**config.mk**
```make
export PLATFORM = sky130hd
export DESIGN_NAME = k423_if_fetch_flat
export DESIGN_NICKNAME = d
export VERILOG_FILES = /design/src/rtl/k423_if_fetch_pkg.sv /design/src/rtl/k423_if_fetch_if.sv /design/src/rtl/k423_sync_fifo.sv /design/src/rtl/k423_if_fetch.sv /design/src/flat_wrapper.sv
export VERILOG_INCLUDE_DIRS = /design/src /design/src/rtl
export SDC_FILE = /design/constraint.sdc
export NUM_CORES = 1
export LEC_CHECK = 0
export BUFFER_PORTS_ARGS = -buffer_cell sky130_fd_sc_hd__buf_2
export CELL_PAD_IN_SITES_DETAIL_PLACEMENT = 1
export CELL_PAD_IN_SITES_GLOBAL_PLACEMENT = 1
export CORE_MARGIN = 2
export CORE_UTILIZATION = 46
export DETAILED_ROUTE_END_ITERATION = 7
export PLACE_DENSITY_LB_ADDON = 0.1
export SYNTH_ARGS = -nofsm -noshare
export SYNTH_HDL_FRONTEND = slang
export SYNTH_SLANG_ARGS = --single-unit
```
**constraint.sdc**
```tcl
create_clock -name clk_i -period 6.5 [get_ports clk_i]
set_clock_uncertainty 0.2 [all_clocks]
set_input_delay 0 -clock clk_i [delete_from_list [all_inputs] [get_ports clk_i]]
set_output_delay 0 -clock clk_i [all_outputs]
set_load 0.005 [all_outputs]
```
**src/rtl/k423_defines.svh**
```systemverilog
// k423 core-wide width defaults shared by the fetch slice.
`ifndef K423_DEFINES_SVH
`define K423_DEFINES_SVH
`define CORE_ADDR_W 32
`define CORE_DATA_W 32
`endif

```
**src/rtl/k423_if_fetch_pkg.sv**
```systemverilog
// k423 fetch package: drain FSM states, queue entry layout,
// and the misalignment helper.
`include "k423_defines.svh"
package k423_if_fetch_pkg;

    typedef enum logic {
        RUN,
        DRAIN
    } k423_fetch_st_e;

    typedef struct packed {
        logic [`CORE_ADDR_W-1:0] pc;
        logic [`CORE_DATA_W-1:0] inst;
        logic                    misalign;
    } k423_entry_t;

    function automatic logic k423_misaligned(input logic [1:0] lsb);
        return lsb != 2'b00;
    endfunction

endpackage

```
**src/rtl/k423_if_fetch_if.sv**
```systemverilog
// k423 fetch stage bundle: PC-gen handshake, imem request/response,
// ID handshake and pipeline control.
`include "k423_defines.svh"
interface k423_if_fetch_if #(
    parameter int ADDR_W = `CORE_ADDR_W,
    parameter int DATA_W = `CORE_DATA_W
);
    logic              pc_stage_vld_i;
    logic [ADDR_W-1:0] pc_i;
    logic              if_stage_rdy_o;
    logic              pcu_flush_if_i;
    logic              pcu_stall_if_i;
    logic              imem_req_vld_o;
    logic              imem_req_rdy_i;
    logic [ADDR_W-1:0] imem_req_addr_o;
    logic              imem_rsp_vld_i;
    logic [DATA_W-1:0] imem_rsp_data_i;
    logic              if_stage_vld_o;
    logic [ADDR_W-1:0] if_pc_o;
    logic [DATA_W-1:0] if_inst_o;
    logic              if_misalign_o;
    logic              id_stage_rdy_i;

    modport slave (
        input  pc_stage_vld_i, pc_i, pcu_flush_if_i, pcu_stall_if_i,
        input  imem_req_rdy_i, imem_rsp_vld_i, imem_rsp_data_i,
        input  id_stage_rdy_i,
        output if_stage_rdy_o, imem_req_vld_o, imem_req_addr_o,
        output if_stage_vld_o, if_pc_o, if_inst_o, if_misalign_o
    );

    modport master (
        output pc_stage_vld_i, pc_i, pcu_flush_if_i, pcu_stall_if_i,
        output imem_req_rdy_i, imem_rsp_vld_i, imem_rsp_data_i,
        output id_stage_rdy_i,
        input  if_stage_rdy_o, imem_req_vld_o, imem_req_addr_o,
        input  if_stage_vld_o, if_pc_o, if_inst_o, if_misalign_o
    );

endinterface

```
**src/rtl/k423_sync_fifo.sv**
```systemverilog
// k423 synchronous FIFO: power-of-2 depth, sync clear, occupancy count.
// Callers guarantee no push on full without pop and no pop on empty.
module k423_sync_fifo #(
    parameter int W     = 8,
    parameter int DEPTH = 2
) (
    input  logic                       clk_i,
    input  logic                       rst_i,
    input  logic                       i_clr,
    input  logic                       i_push,
    input  logic [W-1:0]               i_din,
    input  logic                       i_pop,
    output logic [W-1:0]               o_dout,
    output logic [$clog2(DEPTH):0]     o_count
);
    localparam int PW = $clog2(DEPTH);
    localparam int CW = PW + 1;

    logic [W-1:0]  r_mem [DEPTH];
    logic [PW-1:0] r_wp;
    logic [PW-1:0] r_rp;
    logic [CW-1:0] r_cnt;

    always_ff @(posedge clk_i) begin
        if (i_push) begin
            r_mem[r_wp] <= i_din;
        end
    end

    always_ff @(posedge clk_i) begin
        if (rst_i || i_clr) begin
            r_wp  <= '0;
            r_rp  <= '0;
            r_cnt <= '0;
        end else begin
            if (i_push) begin
                r_wp <= r_wp + 1'b1;
            end
            if (i_pop) begin
                r_rp <= r_rp + 1'b1;
            end
            r_cnt <= r_cnt + CW'(i_push) - CW'(i_pop);
        end
    end

    assign o_dout  = r_mem[r_rp];
    assign o_count = r_cnt;

endmodule

```
**src/rtl/k423_if_fetch.sv**
```systemverilog
// k423 IF stage: in-order imem fetch with PC tags, instruction queue
// to ID, flush drops responses still owed to discarded requests.
`include "k423_defines.svh"
module k423_if_fetch
    import k423_if_fetch_pkg::*;
#(
    parameter int ADDR_W = `CORE_ADDR_W,
    parameter int DATA_W = `CORE_DATA_W,
    parameter int QDEPTH = 2
) (
    input logic            clk_i,
    input logic            rst_i,
    k423_if_fetch_if.slave bus
);
    localparam int CW = $clog2(QDEPTH) + 1;
    localparam logic [CW:0] L_QDEPTH = (CW+1)'(QDEPTH);

    k423_fetch_st_e    r_st;
    logic [CW-1:0]     r_drop_cnt;
    logic              r_hold_vld;
    logic [ADDR_W-1:0] r_hold_pc;

    logic [CW-1:0]     w_out_cnt;
    logic [CW-1:0]     w_q_cnt;
    logic [CW-1:0]     w_out_nxt;
    logic [CW-1:0]     w_drop_nxt;
    logic              w_mis;
    logic              w_credit;
    logic              w_open;
    logic              w_issue;
    logic              w_req_acc;
    logic              w_mis_acc;
    logic              w_rsp_drop;
    logic              w_rsp_keep;
    logic              w_hold_go;
    logic              w_mis_direct;
    logic              w_q_push;
    logic              w_q_pop;
    logic              w_q_vld;
    logic [ADDR_W-1:0] w_tag;
    k423_entry_t       w_q_din;
    k423_entry_t       w_q_dout;

    // Every request in flight owns a queue slot; the hold register blocks
    assign w_mis    = k423_misaligned(bus.pc_i[1:0]);
    assign w_credit = !r_hold_vld &&
                      (({1'b0, w_out_cnt} + {1'b0, w_q_cnt}) < L_QDEPTH);
    assign w_open   = w_credit && !bus.pcu_stall_if_i &&
                      !bus.pcu_flush_if_i;

    assign w_issue   = bus.pc_stage_vld_i && w_open && !w_mis;
    assign w_req_acc = w_issue && bus.imem_req_rdy_i;
    assign w_mis_acc = bus.pc_stage_vld_i && w_open && w_mis;

    assign bus.imem_req_vld_o  = w_issue;
    assign bus.imem_req_addr_o = {bus.pc_i[ADDR_W-1:2], 2'b00};
    assign bus.if_stage_rdy_o  = w_open &&
                                 (w_mis || bus.imem_req_rdy_i);

    assign w_rsp_drop   = bus.imem_rsp_vld_i && (r_st == DRAIN);
    assign w_rsp_keep   = bus.imem_rsp_vld_i && (r_st == RUN);
    assign w_hold_go    = r_hold_vld && (w_out_cnt == '0);
    assign w_mis_direct = w_mis_acc && (w_out_cnt == '0);

    assign w_q_push = w_rsp_keep || w_hold_go || w_mis_direct;
    assign w_q_vld  = (w_q_cnt != '0);
    assign w_q_pop  = w_q_vld && bus.id_stage_rdy_i &&
                      !bus.pcu_flush_if_i;

    always_comb begin
        w_q_din          = '0;
        w_q_din.misalign = 1'b1;
        if (w_rsp_keep) begin
            w_q_din.pc       = w_tag;
            w_q_din.inst     = bus.imem_rsp_data_i;
            w_q_din.misalign = 1'b0;
        end else if (w_hold_go) begin
            w_q_din.pc = r_hold_pc;
        end else begin
            w_q_din.pc = bus.pc_i;
        end
    end

    // Flush counts this cycle's response before reloading the drop count
    assign w_out_nxt  = w_out_cnt - CW'(bus.imem_rsp_vld_i);
    assign w_drop_nxt = bus.pcu_flush_if_i ? w_out_nxt :
                        r_drop_cnt - CW'(w_rsp_drop);

    always_ff @(posedge clk_i) begin
        if (rst_i) begin
            r_st       <= RUN;
            r_drop_cnt <= '0;
            r_hold_vld <= 1'b0;
            r_hold_pc  <= '0;
        end else begin
            r_drop_cnt <= w_drop_nxt;
            unique case (r_st)
                RUN:   if (w_drop_nxt != '0) r_st <= DRAIN;
                DRAIN: if (w_drop_nxt == '0) r_st <= RUN;
            endcase
            if (bus.pcu_flush_if_i || w_hold_go) begin
                r_hold_vld <= 1'b0;
            end else if (w_mis_acc && !w_mis_direct) begin
                r_hold_vld <= 1'b1;
                r_hold_pc  <= bus.pc_i;
            end
        end
    end

    k423_sync_fifo #(
        .W     (ADDR_W),
        .DEPTH (QDEPTH)
    ) u_tag (
        .clk_i   (clk_i),
        .rst_i   (rst_i),
        .i_clr   (1'b0),
        .i_push  (w_req_acc),
        .i_din   (bus.pc_i),
        .i_pop   (bus.imem_rsp_vld_i),
        .o_dout  (w_tag),
        .o_count (w_out_cnt)
    );

    k423_sync_fifo #(
        .W     ($bits(k423_entry_t)),
        .DEPTH (QDEPTH)
    ) u_iq (
        .clk_i   (clk_i),
        .rst_i   (rst_i),
        .i_clr   (bus.pcu_flush_if_i),
        .i_push  (w_q_push),
        .i_din   (w_q_din),
        .i_pop   (w_q_pop),
        .o_dout  (w_q_dout),
        .o_count (w_q_cnt)
    );

    assign bus.if_stage_vld_o = w_q_vld;
    assign bus.if_pc_o        = w_q_dout.pc;
    assign bus.if_inst_o      = w_q_dout.inst;
    assign bus.if_misalign_o  = w_q_vld && w_q_dout.misalign;

endmodule

```
**src/flat_wrapper.sv**
```systemverilog
// flat-port wrapper written by rule: the top's interface ports become plain ports
module k423_if_fetch_flat import k423_if_fetch_pkg::*;
#(
    parameter int ADDR_W = `CORE_ADDR_W,
    parameter int DATA_W = `CORE_DATA_W,
    parameter int QDEPTH = 2
)
  (clk_i, rst_i, bus_pc_stage_vld_i, bus_pc_i, bus_pcu_flush_if_i, bus_pcu_stall_if_i, bus_imem_req_rdy_i, bus_imem_rsp_vld_i, bus_imem_rsp_data_i, bus_id_stage_rdy_i, bus_if_stage_rdy_o, bus_imem_req_vld_o, bus_imem_req_addr_o, bus_if_stage_vld_o, bus_if_pc_o, bus_if_inst_o, bus_if_misalign_o);
  k423_if_fetch_if #(.ADDR_W(ADDR_W), .DATA_W(DATA_W)) bus_i ();
  input logic clk_i;
  input logic rst_i;
  input wire logic [$bits(bus_i.pc_stage_vld_i)-1:0] bus_pc_stage_vld_i;
  input wire logic [$bits(bus_i.pc_i)-1:0] bus_pc_i;
  input wire logic [$bits(bus_i.pcu_flush_if_i)-1:0] bus_pcu_flush_if_i;
  input wire logic [$bits(bus_i.pcu_stall_if_i)-1:0] bus_pcu_stall_if_i;
  input wire logic [$bits(bus_i.imem_req_rdy_i)-1:0] bus_imem_req_rdy_i;
  input wire logic [$bits(bus_i.imem_rsp_vld_i)-1:0] bus_imem_rsp_vld_i;
  input wire logic [$bits(bus_i.imem_rsp_data_i)-1:0] bus_imem_rsp_data_i;
  input wire logic [$bits(bus_i.id_stage_rdy_i)-1:0] bus_id_stage_rdy_i;
  output wire logic [$bits(bus_i.if_stage_rdy_o)-1:0] bus_if_stage_rdy_o;
  output wire logic [$bits(bus_i.imem_req_vld_o)-1:0] bus_imem_req_vld_o;
  output wire logic [$bits(bus_i.imem_req_addr_o)-1:0] bus_imem_req_addr_o;
  output wire logic [$bits(bus_i.if_stage_vld_o)-1:0] bus_if_stage_vld_o;
  output wire logic [$bits(bus_i.if_pc_o)-1:0] bus_if_pc_o;
  output wire logic [$bits(bus_i.if_inst_o)-1:0] bus_if_inst_o;
  output wire logic [$bits(bus_i.if_misalign_o)-1:0] bus_if_misalign_o;
  assign bus_i.pc_stage_vld_i = bus_pc_stage_vld_i;
  assign bus_i.pc_i = bus_pc_i;
  assign bus_i.pcu_flush_if_i = bus_pcu_flush_if_i;
  assign bus_i.pcu_stall_if_i = bus_pcu_stall_if_i;
  assign bus_i.imem_req_rdy_i = bus_imem_req_rdy_i;
  assign bus_i.imem_rsp_vld_i = bus_imem_rsp_vld_i;
  assign bus_i.imem_rsp_data_i = bus_imem_rsp_data_i;
  assign bus_i.id_stage_rdy_i = bus_id_stage_rdy_i;
  assign bus_if_stage_rdy_o = bus_i.if_stage_rdy_o;
  assign bus_imem_req_vld_o = bus_i.imem_req_vld_o;
  assign bus_imem_req_addr_o = bus_i.imem_req_addr_o;
  assign bus_if_stage_vld_o = bus_i.if_stage_vld_o;
  assign bus_if_pc_o = bus_i.if_pc_o;
  assign bus_if_inst_o = bus_i.if_inst_o;
  assign bus_if_misalign_o = bus_i.if_misalign_o;
  k423_if_fetch #(.ADDR_W(ADDR_W), .DATA_W(DATA_W), .QDEPTH(QDEPTH)) u_core (.clk_i(clk_i), .rst_i(rst_i), .bus(bus_i));
endmodule
```
Word-level counts from Yosys, hierarchy flattened. Memory sizes are Yosys's and may differ from the RTL's. A register that Yosys moved wholly into a read port is not among the register bits. Cells that the tools add are included.

Add/subtract/negate cells: 11. Multipliers: 0. Divide/modulo/power cells: 0. $lt $le $gt $ge: 1. Equal/unequal tests: 0. Shifts and indexed selects: 0. Multiplexer cells: 15. Bitwise gates (word level): 2. Reductions and logical operators: 33.

Operators with widths (count): 32-bit 2-to-1 mux (2); 33-bit 2-to-1 mux (1); 1-bit logical AND (16); 1-bit 2-to-1 mux (10); 2-bit by 1-bit subtractor with 2-bit output (4); 2-bit nonzero test (3); 1-bit logical NOT (5); 1-bit logical OR (5); 1-bit adder (second input constant) (4); 2-bit by 1-bit adder with 2-bit output (2); 2-bit logical NOT (2); 2-bit by 2-bit adder with 3-bit output (1); 3-bit by 2-bit < comparator with 1-bit output (second input constant) (1); 2-bit 2-to-1 mux (1); 1-bit inverter (2); 1-bit one-hot mux with 2 select lines (1); 2-bit AND reduction (1); 2-bit OR reduction (1).

Register bits after elaboration: 44. Bits in latches: 0. Memory bits (writable): 194. Bits in read-only memories: 0. Logic and storage cells: 74. Memories kept: 2.

Memories: u_core.u_iq.r_mem (words 2, bits a word 65, read ports 1, clocked after memory_dff 1, wr ports 1, RTL line k423_sync_fifo.sv:19) `logic [W-1:0] r_mem [DEPTH];`; u_core.u_tag.r_mem (words 2, bits a word 32, read ports 1, clocked after memory_dff 1, wr ports 1, RTL line k423_sync_fifo.sv:19).

Logic depth before layout (Yosys ltp). Gate-level depths: netlist (run 1).

Depth after elaboration: 11. Gate-level depth with buffers: 8. Mapped depth without buffers: 8.

Hierarchy. From an unflattened synthesis (run 1), not the netlist that was laid out.

Cell total of the unflattened synthesis: 693. Area, all modules: 10699.0 um2.

Modules (own cells, without submodules): k423_sync_fifo (u_core.u_iq) (times used 1, cells an instance 221, area each 5108.6 um2); k423_if_fetch (times used 1, cells an instance 353, area each 2911.5 um2); k423_sync_fifo (u_core.u_tag) (times used 1, cells an instance 119, area each 2678.8 um2).

Worst setup path before layout (run 1). OpenSTA, ideal clock, no wires.

Path kind: flip-flop to flip-flop. From: reg u_core.u_tag.r_cnt[0] (netlist: u_core.u_tag.o_count[0]). To: mem u_core.u_iq.r_mem[0][0] in the netlist's numbering, enable pin. Arrival: 4.642 ns. Data required time: 5.812 ns. Path slack: 1.169 ns. Stages on the path, launching flop included: 8. Buffers on the path: 0. Period minus slack after synthesis: 5.331 ns. Cell sequence: dfxtp_1 > inv_1 > nor2_1 > fa_1 > or4b_4 > nor4_1 > nor2_1 > nor2_1.

Word-level cells in the longest chain between the ends: 11.

Ends and longest elaborated chain: start: declaration (RTL line k423_sync_fifo.sv:22) `logic [CW-1:0] r_cnt;`; start signal: assignment (RTL line k423_sync_fifo.sv:42) `r_cnt <= r_cnt + CW'(i_push) - CW'(i_pop);`; 2-bit by 2-bit adder with 3-bit output (RTL line k423_if_fetch.sv:47) `(({1'b0, w_out_cnt} + {1'b0, w_q_cnt}) < L_QDEPTH);`; 3-bit by 2-bit < comparator with 1-bit output (RTL line k423_if_fetch.sv:47); 1-bit logical AND (RTL line k423_if_fetch.sv:46) `assign w_credit = !r_hold_vld &&`; 1-bit logical AND (2 in series) (RTL line k423_if_fetch.sv:48) `assign w_open = w_credit && !bus.pcu_stall_if_i &&`; 1-bit logical AND (2 in series) (RTL line k423_if_fetch.sv:53) `assign w_mis_acc = bus.pc_stage_vld_i && w_open && w_mis;`; 1-bit logical AND (RTL line k423_if_fetch.sv:63) `assign w_mis_direct = w_mis_acc && (w_out_cnt == '0);`; 1-bit logical OR (*) (RTL line k423_if_fetch.sv:65) `assign w_q_push = w_rsp_keep || w_hold_go || w_mis_direct;`; 1-bit 2-to-1 mux (*) (RTL line k423_sync_fifo.sv:25) `if (i_push) begin`; 1-bit 2-to-1 mux (not written as such) (*) (RTL line k423_sync_fifo.sv:26) `r_mem[r_wp] <= i_din;`; end: declaration (RTL line k423_sync_fifo.sv:19).

Every way passes the cells marked *; elsewhere a longest branch is shown, timed or not.

Worst setup path in the final report (run 1).
From: reg u_core.u_tag.r_cnt[0] (netlist: u_core.u_tag.o_count[0]). To: mem u_core.u_iq.r_mem[0][43] in the netlist's numbering, enable pin.

The elaborated chain is that of the path after synthesis.

==> reports/qor.csv, run 1 <==
metric,value,unit
critPathMaxFanout,43,
vias,6230,
run_status,"finished, final reports clean",
post-place-ws,2280,ps
die_x,151,µm
cp.required,6460,ps
drt_iter0_drc,227,
yosysWarnings,0,
fin_setup_tns,0,ps
ioPinCount,172,
ctsHtreeMaxLevel,1,
min_path_type,primary input to flop,
dp.cells,1084,
grt_usage,19.7,%
first_pass_iters,4,
critPathArrivalTime,4170,ps
antenna_found_initial,1,
netlist.area_leader.share,58.9,%
synth_edf_count,194,
muxShareOfSynthArea,10.7,%
ys_seq_area_share,68.2,%
slowest_stage,nor4_1,
cp-end-kind,flop,
yosys.area_share.simple,10.2,%
synth-xor-area-share,0.620,%
ys_types,37,
dp_hpwl,12.7,mm
synth_top_area_cell,edfxtp_1,
synthArstFlopShare,0,%
synthTopCellsByArea,"edfxtp_1, dfxtp_1, mux2_2, mux2i_1, a211oi_1",
ctsResizeCount,0,
grt_pass1_wl,34.8,mm
grt_max_degree,68,
path_cells,"inv_1, nor2_1, fa_1, or4b_4, nor4_1, nor2_1, nor2_4, buf_4",
fillCellCount,2082,
wirelength,22.1,mm
critical_path_buf_inv_count,2,
layout.cells.non_filler,1204,
rsz0062_at_grt,no,
clock-root-buffer,clkbuf_16,
synthAdderAreaFrac,0.709,%
ys.flop_type,edfxtp_1,
fin_crit_sh,64.8,%
grt-ovfl-total,0,
drv_slew,0,
synth_compound_gate_area_share,5.10,%
drive_gt1_share,31.5,%
p_leak,0.00450,µW
avgSynthCellArea,14.0,µm²
grt_pass1_vias,6719,
final_common_cell,edfxtp_1,
die_h,151,µm
cp_common_cell,nor2_1,
clkSlewWorstSetupHoldPaths,60,ps
crit_family,simple AND/OR/NAND/NOR gates,
nets,985,
synth_top_family_by_area,multiplexers,
wl_per_cell,18.4,µm
fin_ws,2290,ps
gp_congestion,0.841,
start_util,46.9,%
clockBufferDepth,3,
reg2reg_setup_slack,2290,ps
synth_seq_cells,240,
tightest_slew,1240,ps
cts-hold-fix-buffers,71,
detail-route-antenna-nets,0,
cts_made_buffers,26,
slew-limit-headroom,17.3,%
hold_viol,0,
critPathKind,flop to flop,
synthCells,705,
drc_errors,0,
port_buffers,169,
final_cell_mix,"edfxtp_1, buf_2, dlygate4sd3_1",
post-cts-setup-buffers,0,
area_growth,24.3,%
clk_latency,520,ps
core-area,0.0211,mm²
fmax,237,MHz
worst_hold_slack,29.3,ps
cts_tree,built,
cts_sinks,240,
num_rows,53,
crit_path_start_kind,flop,
power_density,292,mW/mm²
p_total,3590,µW
ir_drop,0.182,mV
synth_area,0.00989,mm²
finalCriticalPeriod,4210,ps
viasPerCell,5.17,
drv_cap,0,
setup_viol,0,
cpPeakStageDelay,740,ps
die_area,0.0227,mm²
## cell families (layout without fill, tap and decap cells)
kind of cell | count (synthesis) | after routing
multiplexers | 98 | 98
AND/OR/NAND/NOR | 203 | 203
buffers and inverters | 78 | 300
AO/OA/AOI/OAI | 73 | 73
other | 1 | 3
flip-flops | 240 | 240
XOR/XNOR | 7 | 7
adder cells (fa/ha/maj) | 5 | 5
## through the flow
stage | instance area (µm²) | util [%]
finish | 12300 | 58.3
global route | 12300 | 58.3
CTS | 12300 | 58.3
detailed placement | 10700 | 51.0
global placement | 10700 | 51.0
floorplan | 9890 | -
## area by class of cell
type                    instances  area, µm²  area share (%)
multi-input cells             388       2750            22.3
inverters                       8       30.0           0.244
well taps                     275        344            2.80
flip-flops and latches        240       6750            54.9
clock buffers                  37        753            6.13
clock inverters                11       80.1           0.651
diodes                          1       2.50          0.0204
repair buffers                244       1590            12.9
## synthesized netlist by cell type (5+ instances only)
cell type  count
a31oi_1       32
xnor2_1        5
mux2i_1       34
buf_4         32
edfxtp_1     194
mux2_2        64
a211oi_1      34
nor2b_1       35
and2_1        35
nand2_1       67
dfxtp_1       46
nor2_1        49
inv_1          8
clkbuf_1      33
## per-layer routing
metal	global-route usage (%)	share of wire [%]
met4	6.03	2.1
met1	24.1	43
met2	35.7	51
met5	0	0
met3	2.97	4.1
## where the power goes
part | switching [µW] | total (µW) | leakage [µW] | internal, µW
registers | 36.2 | 1800 | 0.00217 | 1760
logic | 196 | 369 | 0.00193 | 173
clock network | 579 | 1420 | 0.000405 | 843
total | 811 | 3590 | 0.00450 | 2780
## state kept, by name, indices dropped and copies added, names as in the netlist, 2 cells and up, named ones only
register              count
u_core.u_tag.o_count      2
u_core.u_iq.r_mem       130
u_core.r_hold_pc         32
u_core.r_drop_cnt         2
u_core.u_iq.o_count       2
u_core.u_tag.r_mem       64
## worst reg2reg max path, cell delays in order, from the launching register on
cell and delay (ps):
dfxtp_1 330, inv_1 100, nor2_1 70, fa_1 390, or4b_4 570, nor4_1 740
nor2_1 190, nor2_4 620, buf_4 630
## worst paths after layout
path | startpoint | endpoint | cells past startpoint
worst max-delay path | u_core.u_tag.o_count[0] | u_core.u_iq.r_mem[0][43] | 8
worst min register to register | u_core.r_hold_pc[10] | u_core.r_hold_pc[10] | 2
worst max register to register | u_core.u_tag.o_count[0] | u_core.u_iq.r_mem[0][43] | 8
worst min-delay path | bus_pc_stage_vld_i | u_core.u_iq.r_wp | 5
(Power assumes the default switching activity.)
==> inputs of run 2 (changes only) <==
- ABC_AREA: unset -> 1
- CORE_UTILIZATION: 46 -> 45
- clock period: 6.5 -> 4 ns (I/O delays scaled with it)
==> run 2 against run 1 <==
  * Combinational power rose by 90%
  * Highest routed layer unchanged
  * Clock-buffer cell count decreased by 5
  * Final cell count up 7.4%
==> reports/qor.csv, run 2 <==
metric,value,unit,change
run_status,"finished, final reports clean",,
power_density,478,mW/mm²,+64%
num_rows,54,,+1.9%
die_h,152,µm,+1.1%
ys_seq_area_share,68.1,%,-0.069 points
clock-root-buffer,clkbuf_16,,
post-cts-setup-buffers,0,,unchanged
finalCriticalPeriod,3390,ps,-821 ps
final_cell_mix,"edfxtp_1, buf_2, a21oi_1",,
cts_made_buffers,26,,unchanged
grt_usage,19.8,%,+0.18 points
drive_gt1_share,29.4,%,-2.0 points
die_x,152,µm,+1.1%
fin_setup_tns,0,ps,unchanged
netlist.area_leader.share,58.8,%,-0.060 points
antenna_found_initial,0,,-1
largest_reg_flops,130,,unchanged
rsz0062_at_grt,no,,
viasPerCell,5.07,,-2.1%
final_util,56.4,%,-1.9 points
grt_pass1_wl,37.3,mm,+7.1%
ys_types,32,,-14%
cts_sinks,240,,unchanged
drc_errors,0,,unchanged
wl_per_cell,17.9,µm,-2.6%
area_growth,23.6,%,
grt_max_degree,67,,-1.5%
fin_ws,607,ps,-1680 ps
synthTopCellsByArea,"edfxtp_1, dfxtp_1, mux2_2, a21oi_1, inv_1",,
dp.cells,1173,,+8.2%
synth_edf_count,194,,unchanged
synth_top_area_cell,edfxtp_1,,
final_common_cell,edfxtp_1,,
clkSlewWorstSetupHoldPaths,60,ps,about the same
start_util,45.6,%,-1.3 points
wirelength,23.1,mm,+4.6%
grt-ovfl-total,0,,unchanged
die_area,0.0232,mm²,+2.3%
drt_iter0_drc,356,,+57%
core-area,0.0217,mm²,+2.8%
fin_crit_sh,84.8,%,+20 points
clk_latency,530,ps,about the same
crit_path_start_kind,flop,,
hold_viol,0,,unchanged
ioPinCount,172,,unchanged
min_path_type,primary input to flop,,
synth_top_family_by_area,compound AO/OA/AOI/OAI gates,,
ir_drop,0.335,mV,+84%
detail-route-antenna-nets,0,,unchanged
synth.most_common_cell,edfxtp_1,,
nets,1071,,+8.7%
synthAdderAreaFrac,0.708,%,-0.00072 points
post-place-ws,873,ps,-1410 ps
cp-end-kind,flop,,
dp_hpwl,14.0,mm,+10%
clockBufferDepth,3,,unchanged
top_regs,"u_core.u_iq.r_mem x130, u_core.u_tag.r_mem x64, u_core.r_hold_pc x32",,
vias,6552,,+5.2%
avgSynthCellArea,12.5,µm²,-11%
cp.required,4010,ps,-2450 ps
fmax,295,MHz,+24%
drv_cap,0,,unchanged
critPathMaxFanout,14,,-67%
drv_slew,0,,unchanged
synth_compound_gate_area_share,10.4,%,+5.3 points
synthCells,791,,+12%
diodes,0,,-1
slew-limit-headroom,21.7,%,+4.3 points
ys.flop_type,edfxtp_1,,
cts_tree,built,,
critPathArrivalTime,3400,ps,-770 ps
synth_area,0.00990,mm²,+0.10%
synthTopCellsByCount,"edfxtp_1, a21oi_1, inv_1",,
largest-register,u_core.u_iq.r_mem,,
fin_area,0.0122,mm²,-0.46%
port_buffers,169,,unchanged
ctsResizeCount,0,,unchanged
first_pass_iters,4,,unchanged
yosysWarnings,0,,unchanged
gp_congestion,0.788,,-6.3%
grt_pass1_vias,7135,,+6.2%
synth-xor-area-share,0.354,%,-0.27 points
place_area,0.0107,mm²,-0.29%
setup_viol,0,,unchanged
synthArstFlopShare,0,%,unchanged
synth_seq_cells,240,,unchanged
critPathKind,flop to flop,,
p_leak,0.00471,µW,+4.8%
muxShareOfSynthArea,7.38,%,-3.3 points
ctsHtreeMaxLevel,1,,unchanged
yosys.area_share.simple,4.59,%,-5.6 points
layout.cells.non_filler,1293,,+7.4%
tightest_slew,1170,ps,-66.5 ps
[run 2: path summary, 6_finish.rpt]
path	startpoint	endpoint	slack [ps]	depth (start not counted)
worst max-delay path	u_core.u_tag.o_count[0]	u_core.u_tag.r_mem[1][24]	610	10
worst min-delay path	bus_pc_i[29]	u_core.u_tag.r_mem[1][29]	50	2
worst max register to register	u_core.u_tag.o_count[0]	u_core.u_tag.r_mem[1][24]	610	10
worst min register to register	u_core.r_hold_pc[26]	u_core.r_hold_pc[26]	250	2
[run 2: area by class of cell]
cell class	instances	area, µm²
Fill cell	2260	9450
Sequential cell	240	6750
Multi-Input combinational cell	386	2350
Timing Repair Buffer	247	1640
Clock buffer	32	694
Inverter	93	350
Tap cell	280	350
Clock inverter	15	96.3
[run 2: logic make-up (layout without fill, tap and decap cells)]
kind of cell,Yosys count,in the layout
simple gates,106,106
fa+ha+maj,5,5
xor+xnor,4,4
other cells,1,2
mux,65,65
compound gates,204,204
flops,240,240
buf+inv,166,387
[run 2: critical path: stages (launching register included)]
cell and delay [ps]:
dfxtp_1 370, nand2_1 70, inv_1 60, fa_1 420
nor2_1 180, nand4_1 160, nor3_2 180, nand2_1 130
dlygate4sd3_1 620, nor2_4 350, buf_4 320
[run 2: repair_timing]
action / in CTS / in global routing
hold endpoints to repair: 246 / 0
hold buffers: 73 / 0
setup endpoints to repair: 0 / 0
[run 2: metal layers]
layer | track usage (%) | routed length (µm) | up-vias
li1 | - | - | 3139
met1 | 23.8 | 9600 | 3221
met2 | 37.3 | 12100 | 160
met3 | 3.01 | 1030 | 32
met4 | 4.94 | 379 | 0
met5 | 0 | 0 | -
[run 2: power by group]
part	total [µW]	switching, µW	internal, µW
Combinational	700	397	303
Sequential	2940	56.5	2880
Clock	2210	926	1290
[run 2: through the flow]
step	total power [µW]	hold WS, ps
floorplan	3370	-119
global placement	3610	33.3
detailed placement	3640	34.1
CTS	5920	26.5
global route	6110	49.5
finish	5850	46.1
